--- src/rtl/or_8bit.sv ---
// Bitwise OR of two operands with registered copy, registered any-bit flag and an
// optional sticky accumulator enabled by defining OR_8BIT_STICKY_EN.
module or_8bit #(
   parameter int WIDTH = 8
) (
   input  logic             clk,
   input  logic             rst_n,
   input  logic [WIDTH-1:0] inA,
   input  logic [WIDTH-1:0] inB,
   input  logic             en,
   input  logic             clr,
   output logic [WIDTH-1:0] out,
   output logic [WIDTH-1:0] outQ,
   output logic             anyQ,
   output logic [WIDTH-1:0] stickyQ
);

   // Continuous OR keeps X/Z semantics: a 1 on either side forces the bit high.
   assign out = inA | inB;

   // NOTE: sequential state uses non-blocking assignments so every register
   // samples pre-edge values and simulation matches the synthesized flops.
   always_ff @(posedge clk or negedge rst_n) begin
      if (!rst_n) begin
         outQ <= '0;
         anyQ <= 1'b0;
      end else if (en) begin
         outQ <= out;
         anyQ <= |out;
      end
   end

`ifdef OR_8BIT_STICKY_EN
   // Clear has priority over accumulation when both are asserted.
   always_ff @(posedge clk or negedge rst_n) begin
      if (!rst_n) begin
         stickyQ <= '0;
      end else if (clr) begin
         stickyQ <= '0;
      end else if (en) begin
         stickyQ <= stickyQ | out;
      end
   end
`else
   logic unused_clr;

   assign stickyQ    = '0;
   assign unused_clr = clr;
`endif

endmodule

--- config.mk ---
export PLATFORM = sky130hd
export DESIGN_NAME = or_8bit
export DESIGN_NICKNAME = d
export VERILOG_FILES = /design/src/rtl/or_8bit.sv
export SDC_FILE = /design/constraint.sdc
export NUM_CORES = 1
export LEC_CHECK = 0
export BUFFER_PORTS_ARGS = -buffer_cell sky130_fd_sc_hd__buf_4
export CAP_MARGIN = 40
export CORE_MARGIN = 4
export CORE_UTILIZATION = 32
export DETAILED_ROUTE_END_ITERATION = 16
export GPL_ROUTABILITY_DRIVEN = 0
export PLACE_DENSITY = 0.75
export SLEW_MARGIN = 10
export SYNTH_ARGS = -nofsm -noshare
export SYNTH_HDL_FRONTEND = slang
export SYNTH_SLANG_ARGS = --single-unit
--- constraint.sdc ---
create_clock -name clk -period 0.8 [get_ports clk]
set_input_delay 0.16 -clock clk [delete_from_list [all_inputs] [get_ports clk]]
set_output_delay 0.16 -clock clk [all_outputs]
set_load 0.01 [all_outputs]
==> results.tsv, run 1 <==
stage	metric	value	unit
worst_setup_path	worst-path cell with the longest stage delay	dfrtp_1	
timing	final hold violation count	0	
layout	fraction of final layout cells sized beyond drive strength 1	0.716	
floorplan	number of I/O pins	45	
timing	Setup Viol. Count Final	16	
power_and_ir_drop	total power draw	0.00131	W
power_and_ir_drop	share of total power consumed by net switching	0.251	
logic_synthesis	Avg Cell Area, Syn	12.1	um^2
drt	Initial DRC Count	2	
layout	NumNets Final	109	
floorplan	placeable core area	0.00151	mm^2
logic_synthesis	Synth top area share	0.442	
worst_setup_path	CP Data Arrival Time	0.77	ns
power_and_ir_drop	maximum resistive drop on vdd	533	uV
power_and_ir_drop	cell-internal power	0.000985	W
timing	highest clock rate	1.07	GHz
floorplan	Row Count	14	
drt	1st-pass router iterations	2	
min_path	Worst Hold Class	in2reg	
logic_synthesis	fraction of the mapped netlist area in adder cells	0	
logic_synthesis	EDFF count, synth	0	
worst_setup_path	worst r2r path cells	2	
timing	minimum clock period	0.934	ns
worst_setup_path	Critical Path Sink Type	output pin	
global_routing	global-route wire length before repair	1.75	mm
worst_setup_path	CP required	0.64	ns
global_routing	largest net degree at the start of global routing	11	
drt	number of routed nets with antenna violations	0	
floorplan	die outline area	0.00229	mm^2
power_and_ir_drop	power share of the clock group	0.262	
worst_setup_path	peak per-stage delay on the critical path	0.40	ns
layout	count of antenna diodes in the layout	0	
timing	setup TNS after final layout	-1.81	ns
clock_tree	number of sinks on the clock net	9	
clock_tree	number of clock buffers inserted by TritonCTS	3	
min_path	Worst Hold Path Cells	2	
status	outcome	finished with violations	
worst_setup_path	path type of the worst setup path	reg2out	
global_routing	number of antenna violations at the first check in global routing	0	
power_and_ir_drop	sw power	0.000330	W
global_routing	total overflow reported by the global router	0	
logic_synthesis	cell type with the highest aggregate area in the netlist	dfrtp_1	
worst_setup_path	critical path buffer and inverter count	1	
floorplan	x dimension of the die	47.9	um
clock_tree	Clk Tree Root Cell	clkbuf_4	
timing	Period Utilization, post-route	1.17	
power_and_ir_drop	leakage power of the design	0.472	nW
logic_synthesis	count of mapped cells out of synthesis	42	
timing	fin worst setup slack	-0.134	ns
status	violations in the final reports	negative setup slack	
logic_synthesis	largest family of logic cells by synthesized area	multiplexers	
power_and_ir_drop	sequential fraction of design power	0.396	
power_and_ir_drop	P per Cell Area	1350	mW/mm^2
layout	layout overhead on the synthesized area	90.7	%
layout	Core Util, Final	0.645	
timing	number of max-slew violations in the final report	0	
logic_synthesis	count of yosys warnings during synthesis	0	
logic_synthesis	xor and xnor area share after synthesis	0	
logic_synthesis	most frequently used flop master after synthesis	dfrtp_1	
place	dpl hpwl	1.05	mm
drt	remaining design rule violation count	0	
logic_synthesis	async set or reset register ratio after synthesis	1.00	
clock_tree	Max Root-Sink Buffers	2	
worst_setup_path	path length in cells of the critical path	1	
logic_synthesis	top post-synthesis cells by count	buf_4 (9), dfrtp_1 (9), mux2_4 (8), or2_1 (8), nor4_1 (4)	
global_routing	overall routing resource usage	0.112	
drt	post-detailed-route wirelength per cell	12.7	um
logic_synthesis	multiplexer share of the synthesized area	0.236	
drt	via total after detailed routing	461	
flow_run	number of max-cap violations	0	
place	count of port buffers added during placement	35	
timing	skew final	0	ns
worst_setup_path	type of element launching the critical path	flop	
worst_setup_path	largest delay contributor family on the critical path	flip-flops	
logic_synthesis	fraction of the mapped netlist area in compound gates	0.00983	
power_and_ir_drop	Comb power frac	0.342	
clock_tree	clock latency on the worst-skew pair	0.25	ns
logic_synthesis	number of unique standard cell types used by synthesis	9	
floorplan	Die Y-Extent	47.9	um
logic_synthesis	Yosys reg bits	9	
logic_synthesis	synthesized-area fraction occupied by and/or/nand/nor cells	0.172	
clock_tree	Max H-tree Level	1	
drt	Via-to-Cell Ratio	4.43	
floorplan	initial core utilization	0.338	
layout	number of inserted filler cells in the final layout	112	
worst_setup_path	crit-path max FO	2	
clock_tree	TritonCTS clock tree	yes	
worst_setup_path	ordered list of cells on the worst path	buf_6	
logic_synthesis	proportion of synthesized chip area in sequential cells	0.442	
drt	routed wire length	1.32	mm
clock_tree	clock edge transition at the registers on the reported setup and hold paths	0.06	ns
logic_synthesis	top cells by area, synth	dfrtp_1 (44%), mux2_4 (24%), buf_4 (13%), or2_1 (9.8%), nor4_1 (4.9%)	
timing	unrepaired setup endpoints after global routing	yes	
global_routing	vias in the first global route	410	
logic_synthesis	mapped cell area	509	um^2
## area by class of cell
cell class | instances | area [um^2] | share of cell area
timing repair buffer | 44 | 430 | 0.443
clock buffer | 4 | 26.3 | 0.0271
sequential | 9 | 225 | 0.232
multi-input combinational | 31 | 269 | 0.277
tap | 16 | 20.0 | 0.0206
## cells in the final DEF, fill, tap and decap left out
cell type / count
clkbuf_4: 3
or2_4: 8
nor4_2: 1
buf_6: 26
a21oi_1: 1
dfrtp_1: 9
dlygate4sd3_1: 1
clkbuf_1: 1
nor4_1: 3
mux2_4: 8
and4_1: 1
conb_1: 8
nor2_1: 1
buf_4: 17
## cell families (layout without fill, tap and decap cells)
| logic type | after synthesis | in the layout |
|---|---|---|
| buffers and inverters | 9 | 48 |
| AOI/OAI and AO/OA | 1 | 1 |
| DFF | 9 | 9 |
| and+or+nand+nor | 14 | 14 |
| other | 1 | 8 |
| muxes | 8 | 8 |
## sequential cells by signal, summed over array words and instances (netlist names)
name / count
outQ: 8
anyQ: 1
## layer usage
| metal | global-route usage | share of wire | vias up |
|---|---|---|---|
| met1 | 0.124 | 0.32 | 215 |
| met3 | 0.0338 | 0.10 | 2 |
| met4 | 0.0645 | 0.011 | 0 |
| li1 | - | - | 218 |
| met2 | 0.187 | 0.57 | 26 |
| met5 | 0 | 0 | - |
## path summary, 6_finish.rpt
check	from	to	slack (ns)
setup / recovery	outQ[3]	outQ[3]	-0.13
hold / removal	en	anyQ	0.23
setup reg to reg	outQ[5]	outQ[5]	-0.10
hold reg to reg	outQ[3]	outQ[3]	0.55
min in group asynchronous	rst_n	outQ[6]	0.26
max in group asynchronous	rst_n	outQ[3]	0.40
## repair_timing
item	in CTS	in global routing
buffers inserted	5	3
endpoints found under the setup margin	17	23
resized for setup	18	9
hold buffers	1	0
pin swaps	2	7
hold endpoints to repair	9	0
## power by group through the flow
stage / registers, W / logic [W] / clock network, W
floorplan: 0.000537 / 0.000168 / 0
global placement: 0.000522 / 0.000334 / 0
detailed placement: 0.000523 / 0.000341 / 0
CTS: 0.000520 / 0.000419 / 0.000357
global route: 0.000525 / 0.000484 / 0.000373
finish: 0.000520 / 0.000450 / 0.000345
## stage by stage
stage	instances	hold WS [ns]	setup WS, ns	area, um^2
final	104	0.228	-0.134	971
after global routing	104	0.237	-0.166	971
after CTS	101	0.219	-0.147	912
after detailed placement	91	-0.0100	-0.234	771
after global placement	91	-0.0128	-0.251	771
after floorplan	49	-0.136	0.0196	556
No activity file was read; power rests on OpenSTA's default activity.
==> inputs of run 2 (changes only) <==
--- a/config.mk
+++ b/config.mk
@@ -9,9 +9,10 @@
 export CAP_MARGIN = 40
 export CORE_MARGIN = 4
 export CORE_UTILIZATION = 32
+export CTS_CLUSTER_SIZE = 24
 export DETAILED_ROUTE_END_ITERATION = 16
 export GPL_ROUTABILITY_DRIVEN = 0
-export PLACE_DENSITY = 0.75
+export PLACE_DENSITY_LB_ADDON = 0.12
 export SLEW_MARGIN = 10
 export SYNTH_ARGS = -nofsm -noshare
 export SYNTH_HDL_FRONTEND = slang
==> run 2 against run 1 <==
Effect of this change: the flow still finishes with violations (negative setup slack); routed wire length grew 3.0%; sequential power about the same; hold slack got worse by 0.0027 ns; clock power is 3% higher; clock skew stayed put; design area fell by 2.8%; non-clock buffer count fell by 4; power decreased by 1.2%; setup slack worse by 0.014 ns; combinational power fell by 6.0%; critical path type unchanged; critical endpoint is now outQ[0]; largest power group unchanged.
==> results.tsv, run 2 (synthesis gave the netlist of run 1 again) <==
stage	metric	value	unit	change
clock_tree	TritonCTS clock tree	yes		unchanged
place	count of port buffers added during placement	35		unchanged
worst_setup_path	path type of the worst setup path	reg2out		unchanged
global_routing	largest net degree at the start of global routing	11		unchanged
clock_tree	clock edge transition at the registers on the reported setup and hold paths	0.06	ns	about the same
min_path	Worst Hold Class	in2reg		unchanged
drt	total length of routed met2 wires	701	um	was 750 um
floorplan	Die Y-Extent	47.9	um	unchanged
power_and_ir_drop	leakage power of the design	0.453	nW	was 0.472 nW
worst_setup_path	CP required	0.64	ns	about the same
worst_setup_path	critical path buffer and inverter count	1		unchanged
timing	highest clock rate	1.05	GHz	was 1.07 GHz
global_routing	number of antenna violations at the first check in global routing	0		unchanged
drt	post-detailed-route wirelength per cell	13.6	um	was 12.7 um
power_and_ir_drop	share of total power consumed by net switching	0.260		was 0.251
worst_setup_path	CP Data Arrival Time	0.79	ns	was 0.77 ns
layout	non-filler instance count after layout	100		was 104
worst_setup_path	worst-path cell with the longest stage delay	dfrtp_1		unchanged
clock_tree	number of clock buffers inserted by TritonCTS	3		unchanged
drt	Via-to-Cell Ratio	4.52		was 4.43
timing	final hold violation count	0		unchanged
worst_setup_path	ordered list of cells on the worst path	buf_6		unchanged
drt	number of routed nets with antenna violations	0		unchanged
timing	Period Utilization, post-route	1.19		was 1.17
timing	Setup Viol. Count Final	11		was 16
power_and_ir_drop	sequential fraction of design power	0.401		was 0.396
layout	leading cell type in the layout, fill and taps excluded	buf_6		unchanged
power_and_ir_drop	sw power	0.000338	W	was 0.000330 W
layout	layout overhead on the synthesized area	85.3	%	was 90.7%
timing	fin worst setup slack	-0.148	ns	was -0.134 ns
worst_setup_path	peak per-stage delay on the critical path	0.40	ns	about the same
drt	M1 WL	474	um	was 420 um
status	outcome	finished with violations		unchanged
worst_setup_path	Critical Path Sink Type	output pin		unchanged
timing	unrepaired setup endpoints after global routing	yes		unchanged
worst_setup_path	largest delay contributor family on the critical path	flip-flops		unchanged
floorplan	x dimension of the die	47.9	um	unchanged
floorplan	number of I/O pins	45		unchanged
floorplan	Row Count	14		unchanged
drt	routed wire length	1.36	mm	was 1.32 mm
global_routing	vias in the first global route	423		was 410
flow_run	number of max-cap violations	0		unchanged
power_and_ir_drop	P per Cell Area	1380	mW/mm^2	was 1350 mW/mm^2
worst_setup_path	type of element launching the critical path	flop		unchanged
clock_tree	Max Root-Sink Buffers	2		unchanged
status	violations in the final reports	negative setup slack		unchanged
clock_tree	clock latency on the worst-skew pair	0.26	ns	was 0.25 ns
floorplan	initial core utilization	0.338		unchanged
clock_tree	Clk Tree Root Cell	clkbuf_4		unchanged
drt	Initial DRC Count	0		was 2
power_and_ir_drop	Comb power frac	0.326		was 0.342
power_and_ir_drop	cell-internal power	0.000960	W	was 0.000985 W
layout	NumNets Final	105		was 109
place	dpl hpwl	1.02	mm	was 1.05 mm
timing	skew final	0	ns	unchanged
layout	number of flip-flops under the largest register name	8		unchanged
floorplan	die outline area	0.00229	mm^2	unchanged
layout	register with the most flip-flops	outQ		unchanged
drt	remaining design rule violation count	0		unchanged
timing	number of max-slew violations in the final report	0		unchanged
layout	largest registers	outQ x8, anyQ x1		unchanged
global_routing	total overflow reported by the global router	0		unchanged
layout	count of antenna diodes in the layout	0		unchanged
worst_setup_path	crit-path max FO	2		unchanged
worst_setup_path	path length in cells of the critical path	1		unchanged
worst_setup_path	worst r2r path cells	2		unchanged
layout	most frequent cells in the layout	buf_6 (25), buf_4 (14), dfrtp_1 (9)		was buf_6 (26), buf_4 (17), dfrtp_1 (9)
layout	fraction of final layout cells sized beyond drive strength 1	0.714		was 0.716
drt	WL met3	183	um	was 133 um
power_and_ir_drop	maximum resistive drop on vdd	1100	uV	was 533 uV
floorplan	placeable core area	0.00151	mm^2	unchanged
global_routing	overall routing resource usage	0.113		was 0.112
drt	1st-pass router iterations	1		was 2
min_path	Worst Hold Path Cells	2		unchanged
worst_setup_path	setup slack, reg-to-reg	-0.11	ns	was -0.10 ns
clock_tree	Max H-tree Level	1		unchanged
clock_tree	number of sinks on the clock net	9		unchanged
power_and_ir_drop	power share of the clock group	0.273		was 0.262
place	post-placement cell count	91		unchanged
drt	highest routing layer actually used	met3		was met4
drt	via total after detailed routing	452		was 461
timing	minimum clock period	0.948	ns	was 0.934 ns
global_routing	global-route wire length before repair	1.75	mm	unchanged
layout	Core Util, Final	0.626		was 0.645
run 2: power by group through the flow:
stage	Sequential, W	Clock [W]	Combinational, W
finish	0.000521	0.000354	0.000423
CTS	0.000519	0.000365	0.000407
global placement	0.000520	0	0.000341
detailed placement	0.000521	0	0.000344
global route	0.000523	0.000379	0.000455
floorplan	0.000537	0	0.000168
run 2: worst paths after layout:
| kind | start | to |
|---|---|---|
| max in group asynchronous | rst_n | outQ[3] |
| worst max register to register | outQ[1] | outQ[1] |
| worst max-delay path | outQ[0] | outQ[0] |
| worst min-delay path | en | anyQ |
| min in group asynchronous | rst_n | outQ[7] |
| worst min register to register | outQ[4] | outQ[4] |
run 2: layout make-up:
cell class | count | area (um^2)
clock buffers | 4 | 26.3
fillers | 127 | 563
multi-input cells | 31 | 275
flip-flops and latches | 9 | 225
well taps | 16 | 20.0
repair buffers | 40 | 397
run 2: routing by layer:
layer | global-route usage | vias up
li1 | - | 214
met1 | 0.109 | 209
met2 | 0.219 | 29
met3 | 0.0677 | 0
met4 | 0 | 0
met5 | 0 | -
run 2: metrics by stage:
step / hold slack (ns) / setup WS, ns / cell area (um^2) / TNS [ns] / power [W]
after detailed placement: -0.00842 / -0.240 / 771 / -1.14 / 0.000865
after CTS: 0.225 / -0.158 / 905 / -1.37 / 0.00129
after global placement: -0.00926 / -0.270 / 771 / -1.14 / 0.000861
after floorplan: -0.136 / 0.0196 / 556 / 0 / 0.000705
after global routing: 0.237 / -0.178 / 943 / -1.66 / 0.00136
final: 0.226 / -0.148 / 943 / -1.45 / 0.00130
run 2: repair_timing:
action                                  CTS  global route
setup buffers                             3             1
endpoints found under the setup margin   17            17
hold buffers                              1             0
hold endpoints to repair                  9             0
pin swaps                                 5             5
cloned                                    0             0
gates resized for setup                  20             7
